<file path="src/rtl/memory_arbiter_wrr.sv">
`default_nettype none
// ============================================================================
// Module : memory_arbiter_wrr
// Brief  : Multi-channel request FIFOs feeding a single RAM port through a
//          weighted round-robin arbiter (bounded bursts per channel), with a
//          tag pipeline that routes read data back to the issuing channel.
// Rev    : 1.0  initial release
// ============================================================================
module memory_arbiter_wrr #(
  parameter int ADDRESS_WIDTH = 25,
  parameter int DATA_WIDTH    = 8,
  parameter int PERIPHERALS   = 3,
  parameter int FIFO_DEPTH    = 16,
  parameter int MAX_BURST     = 4,
  parameter int RAM_LATENCY   = 2
) (
  input  logic                                 clk,
  input  logic                                 reset_n,
  input  logic [ADDRESS_WIDTH*PERIPHERALS-1:0] req_address,
  input  logic [DATA_WIDTH*PERIPHERALS-1:0]    req_data,
  input  logic [PERIPHERALS-1:0]               req_wr,
  input  logic [PERIPHERALS-1:0]               req_valid,
  output logic [PERIPHERALS-1:0]               req_ready,
  output logic [DATA_WIDTH-1:0]                rsp_data,
  output logic [PERIPHERALS-1:0]               rsp_valid,
  output logic                                 ram_en,
  output logic                                 ram_wren,
  output logic [ADDRESS_WIDTH-1:0]             ram_address,
  output logic [DATA_WIDTH-1:0]                ram_data,
  input  logic [DATA_WIDTH-1:0]                ram_q
);

  localparam int PTR_W   = $clog2(FIFO_DEPTH);
  localparam int CNT_W   = PTR_W + 1;
  localparam int CH_W    = (PERIPHERALS > 1) ? $clog2(PERIPHERALS) : 1;
  localparam int BC_W    = $clog2(MAX_BURST + 1);
  localparam int ENTRY_W = ADDRESS_WIDTH + DATA_WIDTH + 1;

  localparam logic [CNT_W-1:0] C_DEPTH     = CNT_W'(FIFO_DEPTH);
  localparam logic [BC_W-1:0]  C_MAX_BURST = BC_W'(MAX_BURST);
  localparam logic [CH_W-1:0]  C_LAST_CH   = CH_W'(PERIPHERALS - 1);
  localparam logic [CH_W:0]    C_NUM_CH    = (CH_W + 1)'(PERIPHERALS);

  typedef enum logic [0:0] {
    IDLE  = 1'b0,
    GRANT = 1'b1
  } state_t;

  // Per-channel FIFO interface to the arbiter
  logic [ENTRY_W-1:0]     fifo_head [PERIPHERALS];
  logic [PERIPHERALS-1:0] non_empty;
  logic [PERIPHERALS-1:0] push;
  logic [PERIPHERALS-1:0] pop_vec;

  // Arbiter state
  state_t          state_q, state_d;
  logic [CH_W-1:0] cur_q, cur_d;
  logic [BC_W-1:0] bc_q, bc_d;
  logic            pop_en;
  logic [CH_W-1:0] pop_ch;
  logic            found;
  logic [CH_W-1:0] next_ch;
  logic [CH_W:0]   cand;
  logic [ENTRY_W-1:0] sel_entry;

  // RAM-side and response registers
  logic                     ram_en_q, ram_en_d;
  logic                     ram_wren_q, ram_wren_d;
  logic [ADDRESS_WIDTH-1:0] ram_address_q, ram_address_d;
  logic [DATA_WIDTH-1:0]    ram_data_q, ram_data_d;
  logic [PERIPHERALS-1:0]   issue_tag_q, issue_tag_d;
  logic [PERIPHERALS-1:0]   tag_q [RAM_LATENCY];
  logic [PERIPHERALS-1:0]   tag_d [RAM_LATENCY];
  logic [PERIPHERALS-1:0]   rsp_valid_q, rsp_valid_d;
  logic [DATA_WIDTH-1:0]    rsp_data_q, rsp_data_d;

  generate
    for (genvar k = 0; k < PERIPHERALS; k++) begin : g_fifo
      logic [ENTRY_W-1:0] mem_q [FIFO_DEPTH];
      logic [PTR_W-1:0]   wptr_q, wptr_d;
      logic [PTR_W-1:0]   rptr_q, rptr_d;
      logic [CNT_W-1:0]   count_q, count_d;

      // Ready looks only at the registered count, so a full FIFO refuses a
      // push even in a cycle where it is also being popped.
      assign req_ready[k] = (count_q < C_DEPTH);
      assign push[k]      = req_valid[k] & req_ready[k];
      assign non_empty[k] = (count_q != '0);
      assign fifo_head[k] = mem_q[rptr_q];

      // Pointer and occupancy update; pointers wrap since depth is a power of two
      always_comb begin
        wptr_d  = wptr_q;
        rptr_d  = rptr_q;
        count_d = count_q;
        if (push[k]) begin
          wptr_d = wptr_q + 1'b1;
        end
        if (pop_vec[k]) begin
          rptr_d = rptr_q + 1'b1;
        end
        case ({push[k], pop_vec[k]})
          2'b10:   count_d = count_q + 1'b1;
          2'b01:   count_d = count_q - 1'b1;
          default: count_d = count_q;
        endcase
      end

      // FIFO control registers
      always_ff @(posedge clk) begin
        if (!reset_n) begin
          wptr_q  <= '0;
          rptr_q  <= '0;
          count_q <= '0;
        end else begin
          wptr_q  <= wptr_d;
          rptr_q  <= rptr_d;
          count_q <= count_d;
        end
      end

      // FIFO storage: {wr, address, data} captured together on accept
      always_ff @(posedge clk) begin
        if (push[k]) begin
          mem_q[wptr_q] <= {req_wr[k],
                            req_address[k*ADDRESS_WIDTH +: ADDRESS_WIDTH],
                            req_data[k*DATA_WIDTH +: DATA_WIDTH]};
        end
      end
    end
  endgenerate

  // Round-robin search for the first non-empty channel after cur; cur itself
  // is the last candidate so a lone busy channel is re-granted.
  always_comb begin
    found   = 1'b0;
    next_ch = cur_q;
    cand    = '0;
    for (int i = 1; i <= PERIPHERALS; i++) begin
      cand = {1'b0, cur_q} + (CH_W + 1)'(i);
      if (cand >= C_NUM_CH) begin
        cand = cand - C_NUM_CH;
      end
      if (!found && non_empty[cand[CH_W-1:0]]) begin
        found   = 1'b1;
        next_ch = cand[CH_W-1:0];
      end
    end
  end

  // Arbiter next state: continue the burst on cur, else switch with no bubble
  always_comb begin
    state_d = state_q;
    cur_d   = cur_q;
    bc_d    = bc_q;
    pop_en  = 1'b0;
    pop_ch  = cur_q;
    case (state_q)
      IDLE: begin
        if (found) begin
          pop_en  = 1'b1;
          pop_ch  = next_ch;
          cur_d   = next_ch;
          bc_d    = BC_W'(1);
          state_d = GRANT;
        end
      end
      GRANT: begin
        if (non_empty[cur_q] && (bc_q < C_MAX_BURST)) begin
          pop_en = 1'b1;
          bc_d   = bc_q + 1'b1;
        end else if (found) begin
          pop_en = 1'b1;
          pop_ch = next_ch;
          cur_d  = next_ch;
          bc_d   = BC_W'(1);
        end else begin
          state_d = IDLE;
        end
      end
      default: state_d = IDLE;
    endcase
  end

  // One-hot pop strobe back to the FIFOs
  always_comb begin
    pop_vec = '0;
    if (pop_en) begin
      pop_vec[pop_ch] = 1'b1;
    end
  end

  assign sel_entry = fifo_head[pop_ch];

  // RAM command and response routing; address/data hold when nothing issues
  always_comb begin
    ram_en_d      = pop_en;
    ram_wren_d    = pop_en & sel_entry[ENTRY_W-1];
    ram_address_d = ram_address_q;
    ram_data_d    = ram_data_q;
    issue_tag_d   = '0;
    if (pop_en) begin
      ram_address_d = sel_entry[ENTRY_W-2:DATA_WIDTH];
      ram_data_d    = sel_entry[DATA_WIDTH-1:0];
      if (!sel_entry[ENTRY_W-1]) begin
        issue_tag_d = pop_vec;
      end
    end
    tag_d[0] = issue_tag_q;
    for (int i = 1; i < RAM_LATENCY; i++) begin
      tag_d[i] = tag_q[i-1];
    end
    rsp_valid_d = tag_q[RAM_LATENCY-1];
    rsp_data_d  = rsp_data_q;
    if (tag_q[RAM_LATENCY-1] != '0) begin
      rsp_data_d = ram_q;
    end
  end

  // Arbiter, RAM-side and response registers
  always_ff @(posedge clk) begin
    if (!reset_n) begin
      state_q       <= IDLE;
      cur_q         <= C_LAST_CH;
      bc_q          <= '0;
      ram_en_q      <= 1'b0;
      ram_wren_q    <= 1'b0;
      ram_address_q <= '0;
      ram_data_q    <= '0;
      issue_tag_q   <= '0;
      rsp_valid_q   <= '0;
      rsp_data_q    <= '0;
      for (int i = 0; i < RAM_LATENCY; i++) begin
        tag_q[i] <= '0;
      end
    end else begin
      state_q       <= state_d;
      cur_q         <= cur_d;
      bc_q          <= bc_d;
      ram_en_q      <= ram_en_d;
      ram_wren_q    <= ram_wren_d;
      ram_address_q <= ram_address_d;
      ram_data_q    <= ram_data_d;
      issue_tag_q   <= issue_tag_d;
      rsp_valid_q   <= rsp_valid_d;
      rsp_data_q    <= rsp_data_d;
      tag_q         <= tag_d;
    end
  end

  assign ram_en      = ram_en_q;
  assign ram_wren    = ram_wren_q;
  assign ram_address = ram_address_q;
  assign ram_data    = ram_data_q;
  assign rsp_valid   = rsp_valid_q;
  assign rsp_data    = rsp_data_q;

endmodule
`default_nettype wire
</file>
<file path="config.mk">
export PLATFORM = sky130hd
export DESIGN_NAME = memory_arbiter_wrr
export DESIGN_NICKNAME = d
export VERILOG_FILES = /design/src/rtl/memory_arbiter_wrr.sv
export SDC_FILE = /design/constraint.sdc
export NUM_CORES = 2
export LEC_CHECK = 0
export BUFFER_PORTS_ARGS = -buffer_cell sky130_fd_sc_hd__buf_2
export CORE_UTILIZATION = 55
export CTS_BUF_LIST = sky130_fd_sc_hd__clkbuf_4
export DETAILED_ROUTE_END_ITERATION = 10
export PLACE_DENSITY = 0.74
export SLEW_MARGIN = 20
export SYNTH_ARGS = -nofsm -noshare
export SYNTH_HDL_FRONTEND = slang
export SYNTH_SLANG_ARGS = --single-unit
</file>
<file path="constraint.sdc">
create_clock -name clk -period 4.05 [get_ports clk]
set_input_delay 0.2025 -clock clk [delete_from_list [all_inputs] [get_ports clk]]
set_output_delay 0.2025 -clock clk [all_outputs]
set_load 0.005 [all_outputs]
</file>
== Yosys cells after proc, flatten, opt, wreduce, memory -nomap -nowiden ==
Memory sizes are Yosys's and may differ from the RTL's. A register that Yosys moved wholly into a read port is not among the register bits.
Cells that the tools add are included.
Word-level totals
  flip-flop bits (word level): 99
  RAM bits: 1632
  output and inout bits: 49
  logic and storage cells: 131
  memories kept: 3
Operators by class
  add/sub/neg operators: 19
  $lt $le $gt $ge: 14
  equal/unequal tests: 6
  multiplexer cells: 47
  bitwise gates (word level): 8
  reduce and logical (&&, ||, !) cells: 14
Memory list
  g_fifo[0].mem_q: depth 16, bits a word 34, rd ports 1, clocked after memory_dff 1, wr ports 1, RTL line 79  | logic [ENTRY_W-1:0] mem_q [FIFO_DEPTH];
  g_fifo[1].mem_q: depth 16, bits a word 34, rd ports 1, clocked after memory_dff 1, wr ports 1, RTL line 79
  g_fifo[2].mem_q: depth 16, bits a word 34, rd ports 1, clocked after memory_dff 1, wr ports 1, RTL line 79
Operators with widths (number)
  34-bit binary-select mux with 2-bit select: 1
  34-bit two-way mux: 2
  5-bit one-hot mux with 2 select lines: 3
  4-bit by 1-bit adder with 4-bit output, second input constant: 6
  4-bit two-way mux: 6
  1-bit two-way mux: 16
  2-bit two-way mux: 8
  5-bit by 1-bit adder with 5-bit output, second input constant: 3
  2-bit by 3-bit < comparator with 1-bit output, second input constant: 5
  5-bit < comparator, second input constant: 3
  5-bit nonzero test: 3
  5-bit by 1-bit subtractor with 5-bit output, second input constant: 3
  3-bit by 2-bit greater-or-equal comparator with 1-bit output, second input constant: 3
  3-bit two-way mux: 3
  1-bit binary-select mux with 2-bit select: 4
  2-bit by 2-bit adder with 3-bit output, second input constant: 2
  2-bit by 1-bit == test with 1-bit output, second input constant: 3
  2-bit == test, second input constant: 3
  3-bit one-hot mux with 2 select lines: 1
  2-bit nonzero test: 3
  2-bit subtractor, second input constant: 3
  1-bit bitwise AND: 4
  1-bit logical AND: 4
  2-bit one-hot mux with 2 select lines: 1
  other kinds (12): 15

== Longest topological paths before layout ==
  depth in word-level cells: 22
  gate-level depth with buffers: 20
  mapped depth without buffers: 16

== Worst setup path before layout ==
OpenSTA, ideal clock, no wires.
  path type: register to register
  from: reg cur_q[0]
  to: reg g_fifo[0].count_q[4]
  arrival: 4.296 ns
  required time: 3.932 ns
  slack: -0.364 ns
  cell stages (with the launch flop): 20
  path buffers: 4
  period minus slack after synthesis: 4.414 ns
  path through: dfxtp_1 -> clkbuf_1 -> inv_1 -> ha_1 -> clkbuf_1 -> inv_1 -> a211oi_1 -> or4_4 -> o32a_1 -> o22ai_2 -> buf_2 -> nor2_1 -> ha_1 -> clkbuf_1 -> xor2_1 -> ha_1 -> a31o_2 -> a311o_1 -> and3_1 -> mux2i_1
Between the ends
  cells in the longest elaborated chain, start to end: 22
Ends and longest elaborated chain
  from (decl): RTL line 57  | logic [CH_W-1:0] cur_q, cur_d;
  from (signal assigned): RTL line 238  | cur_q <= cur_d;
  2-bit by 1-bit adder with 3-bit output: RTL line 140  | cand = {1'b0, cur_q} + (CH_W + 1)'(i);
  3-bit by 2-bit greater-or-equal comparator with 1-bit output / 2-bit subtractor (equally long branches): RTL line 141, 142
  2-bit two-way mux: RTL line 141  | if (cand >= C_NUM_CH) begin
  1-bit binary-select mux with 2-bit select: RTL line 144  | if (!found && non_empty[cand[CH_W-1:0]]) begin
  1-bit two-way mux (implied by the code): RTL line 144
  1-bit two-way mux: RTL line 144
  1-bit zero test: RTL line 144
  1-bit logical AND: RTL line 144
  [... 7 more ...]
  2-bit by 3-bit < comparator with 1-bit output (implied by the code) / 2-bit by 1-bit greater-or-equal comparator with 1-bit output (equally long branches): RTL line 189  | pop_vec[pop_ch] = 1'b1;
  1-bit logical AND (implied by the code): RTL line 189
  1-bit two-way mux (implied by the code): RTL line 189
  1-bit demux with 2-bit select: RTL line 189
  3-bit two-way mux *: RTL line 188  | if (pop_en) begin
  named net pop_vec[0]: RTL line 53  | logic [PERIPHERALS-1:0] pop_vec;
  2-bit by 1-bit == test with 1-bit output / 2-bit == test (equally long branches): RTL line 102  | case ({push[k], pop_vec[k]})
  5-bit one-hot mux with 2 select lines / 2-bit nonzero test (equally long branches)
  to (signal assigned): RTL line 118  | count_q <= count_d;
  to (decl): RTL line 82  | logic [CNT_W-1:0] count_q, count_d;
Mark *: on every way through the listed nets, which the timed path passes. The rest lies on a longest branch. The select of a mux whose other input is x is not followed.
A chain may end at the register's enable or synchronous reset.

== Worst setup path in the final report ==
  from: reg cur_q[0]
  to: reg g_fifo[2].count_q[4]
Between the ends
  cells in the longest elaborated chain, start to end: 22
Ends and longest elaborated chain (RTL line)
  2-bit by 1-bit adder with 3-bit output: 140
  3-bit by 2-bit greater-or-equal comparator with 1-bit output / 2-bit subtractor (equally long branches): 141, 142
  2-bit two-way mux: 141
  1-bit binary-select mux with 2-bit select: 144
  1-bit two-way mux (implied by the code): 144
  1-bit two-way mux: 144
  1-bit zero test: 144
  1-bit logical AND: 144
  [... 7 more ...]
  2-bit by 3-bit < comparator with 1-bit output (implied by the code) / 2-bit by 1-bit greater-or-equal comparator with 1-bit output (equally long branches): 189
  1-bit logical AND (implied by the code): 189
  1-bit two-way mux (implied by the code): 189
  1-bit demux with 2-bit select: 189
  3-bit two-way mux *: 188
  named net pop_vec[2]: 53
  2-bit by 1-bit == test with 1-bit output / 2-bit == test (equally long branches): 102
  5-bit one-hot mux with 2 select lines / 2-bit nonzero test (equally long branches)
  to (signal assigned): 118
  to (decl): 82
Marked as above.

==> run metrics <==
Residual DRC 0; Multi-input gate area between 15000 and 20000 um^2; global-route wire length before repair 233000 um; area leader, netlist edfxtp_1; Mean Syn Cell Area 22.5 um^2; total gr overflow 0; chip width 350 um; Lkg Pwr between 20 and 30 nW; Worst-Skew Late Latency 1.33 ns; Worst EP arrival 5.11 ns; status completed; RePlAce Congestion 0.839; # setup viols final 0; area growth from synthesis to layout 17.1%; worst vdd ir 1040 uV; Total Routed Length ~160000 um; CP endpoint kind flip-flop; hold crit path type in -> reg; Least-Margin Pin Slew between 0.9 and 1 ns; port buffer count 163; startpoint types flip-flop; Synth area leaders edfxtp_1 73%, mux4_2 17%, dfxtp_1 3.3%; overall routing resource usage 26.5%; clock group share of total power about 30%; Die Ht 350 um; Worst-path clk slew 0.06 ns; fillcell total about 7800; #FFs+latches synth 1743; antenna violations before repair 14; Tmin final 3.93 ns; H-tree levels 5; Via density 6.11; Setup Slack @ Placement -0.303 ns; switching share of power between 20% and 30%; drt first pass iters 6; CTS buffer count 430; WL/cell approximately 28 um; Initial Util between 50% and 60%; largest net degree at the start of global routing 61; Setup Crit Path Kind reg -> reg; Critical Path Fanout Max 9; mapped cell area 66700 um^2; HPWL after detailed placement between 90000 and 100000 um; utilization after layout between 60% and 70%; DR vias about 35000; synth warn 0; final non-filler cell total 5669; Detail Route Antenna Nets 0; Final Total Pwr 46.3 mW; vias in the first global route 35955; Max-Cap Viols 0; num rows between 100 and 150; Worst Path Required 5.23 ns; Cells after Synth 2961; Comb power frac 24.5%; synthesized net count 3104; Hold Violations, Final 0; placed cells 4681; clock root buffer clkbuf_4; Slew Limit Headroom roughly a third; distinct cell type count of the synthesized netlist 63; full die area 123000 um^2; Synth top area share 73.4%; Int Pwr about 33 mW; layout cells sized above 1 37.7%; Register Area 51300 um^2; Highest Clock Rate 254 MHz; Post-synth EDFFs approximately 1600; Final Slew Violations 0; P per Cell Area about 590 nW/um^2; Layout Nets 3873; Worst Skew 0.116 ns; share of power burned in registers between 40% and 50%; first-iteration detailed-routing DRC count 4073; period utilisation layout 97.2%; register area share after synthesis 76.8%; I/O pin cnt roughly 160; clock tree sinks 1743; ys async rst share 0%; Sw Pwr about 14 mW; post-route setup slack 0.115 ns; Synth Flop Type edfxtp_1; CTS max path bufs 4; core area 120000 um^2; CTS tree yes
[per-stage QoR]
step	TNS (ns)	hold slack, ns	instance area [um^2]
5_1_grt	-0.0556	0.0789	78200
2_1_floorplan	0	0.301	66800
4_1_cts	0	0.0118	78000
3_3_place_gp	0	0.426	70500
3_5_place_dp	-0.886	0.449	70500
6_report	0	0.142	78200
[logic make-up after synthesis]
family,Yosys count,synth area share [%]
flops,1743,76.8
mux,562,18.0
simple gates,285,2.02
buf+inv,189,1.11
compound gates,123,1.20
xor+xnor,31,0.407
fa+ha+maj,28,0.525
[worst max-delay path: stages, from the launching register on]
cell,delay [ns]
dfxtp_1,0.34
inv_1,0.12
ha_4,0.31
inv_2,0.13
a211oi_2,0.07
or4_4,0.57
o32a_1,0.42
o22a_4,0.28
nor2_4,0.15
ha_4,0.17
buf_4,0.12
ha_1,0.29
nand2_1,0.13
o311ai_1,0.11
a22o_1,0.21
nor4_2,0.17
mux2i_1,0.21
[routing by layer]
layer	vias up	GRT usage, %	routed length (um)
li1	14308	-	-
met1	17972	35.0	59400
met2	1993	42.6	79800
met3	330	7.22	16300
met4	8	10.1	5010
met5	-	0	46
[power groups by stage]
| stage | clock, mW | combinational [mW] | sequential, mW |
|---|---|---|---|
| floorplan | 0 | 7.66 | 21.0 |
| global placement | 0 | 10.1 | 21.4 |
| detailed placement | 0 | 10.6 | 21.5 |
| CTS | 14.1 | 11.0 | 21.1 |
| global route | 15.0 | 12.0 | 21.2 |
| finish | 13.9 | 11.3 | 21.1 |
[cell type report]
| type | count | share of cell area, % |
|---|---|---|
| repair buffers | 499 | 5.50 |
| clock inverters | 124 | 0.690 |
| flip-flops and latches | 1743 | 65.6 |
| clock buffers | 625 | 6.00 |
| multi-input cells | 1029 | 19.5 |
| well taps | 1612 | 2.58 |
| inverters | 27 | 0.130 |
| diodes | 10 | 0.0320 |
[path summary, 6_finish.rpt]
| check | depth (start not counted) | to | from | slack, ns |
|---|---|---|---|---|
| worst max-delay path | 16 | g_fifo[2].count_q[4] | cur_q[0] | 0.12 |
| worst min-delay path | 6 | g_fifo[1].wptr_q[1] | req_valid[1] | 0.14 |
| worst max register to register | 16 | g_fifo[2].count_q[4] | cur_q[0] | 0.12 |
| worst min register to register | 1 | rsp_valid_d[1] | tag_d[1] | 0.46 |
[cells in the final DEF (no fill, tap or decap), types with 8 or more instances in the layout]
| cell type | count |
|---|---|
| a21oi_1 | 42 |
| mux2i_1 | 51 |
| nand2b_1 | 9 |
| mux4_2 | 510 |
| ha_1 | 23 |
| dlygate4sd3_1 | 225 |
| diode_2 | 10 |
| clkbuf_4 | 625 |
| clkinv_1 | 106 |
| nor2_1 | 101 |
| buf_4 | 79 |
| nor2_4 | 38 |
| dfxtp_1 | 98 |
| edfxtp_1 | 1632 |
| inv_1 | 24 |
| buf_2 | 163 |
| clkinv_2 | 11 |
| nor3_1 | 11 |
| xnor2_1 | 10 |
| buf_12 | 32 |
| xor2_1 | 21 |
| nor3_2 | 12 |
| o22ai_1 | 36 |
| and2_1 | 41 |
| dfxtp_4 | 8 |
| nand4_1 | 8 |
| nand2_1 | 37 |
[registers in the layout, indices dropped and copies added (netlist names), 2 cells and up, named ones only]
name / cells
rsp_valid: 3
g_fifo.mem_q: 1632
ram_address: 25
bc_q: 3
rsp_valid_d: 3
issue_tag_q: 3
tag_d: 3
g_fifo.rptr_q: 12
cur_q: 2
g_fifo.wptr_q: 12
g_fifo.count_q: 15
rsp_data: 8
ram_data: 8
[cells in the mapped netlist, drive strengths merged, types with 7 or more instances]
| cell | n |
|---|---|
| a21oi | 45 |
| and2 | 44 |
| buf | 42 |
| clkbuf | 120 |
| dfxtp | 111 |
| edfxtp | 1632 |
| ha | 28 |
| inv | 27 |
| mux2i | 51 |
| mux4 | 510 |
| nand2 | 37 |
| nand2b | 9 |
| nand4 | 8 |
| nor2 | 140 |
| nor3 | 25 |
| o21ai | 7 |
| o22ai | 37 |
| xnor2 | 10 |
| xor2 | 21 |
[repair_timing]
action | 4_1_cts | 5_1_grt
gates resized for setup | 8 | 18
cloned | 0 | 0
endpoints found under the hold margin | 1907 | 0
pin swaps | 1 | 4
setup endpoints to repair | 7 | 8
setup buffers | 0 | 4
hold buffers | 225 | 0
Note: power is estimated with default switching activity, not from simulation.
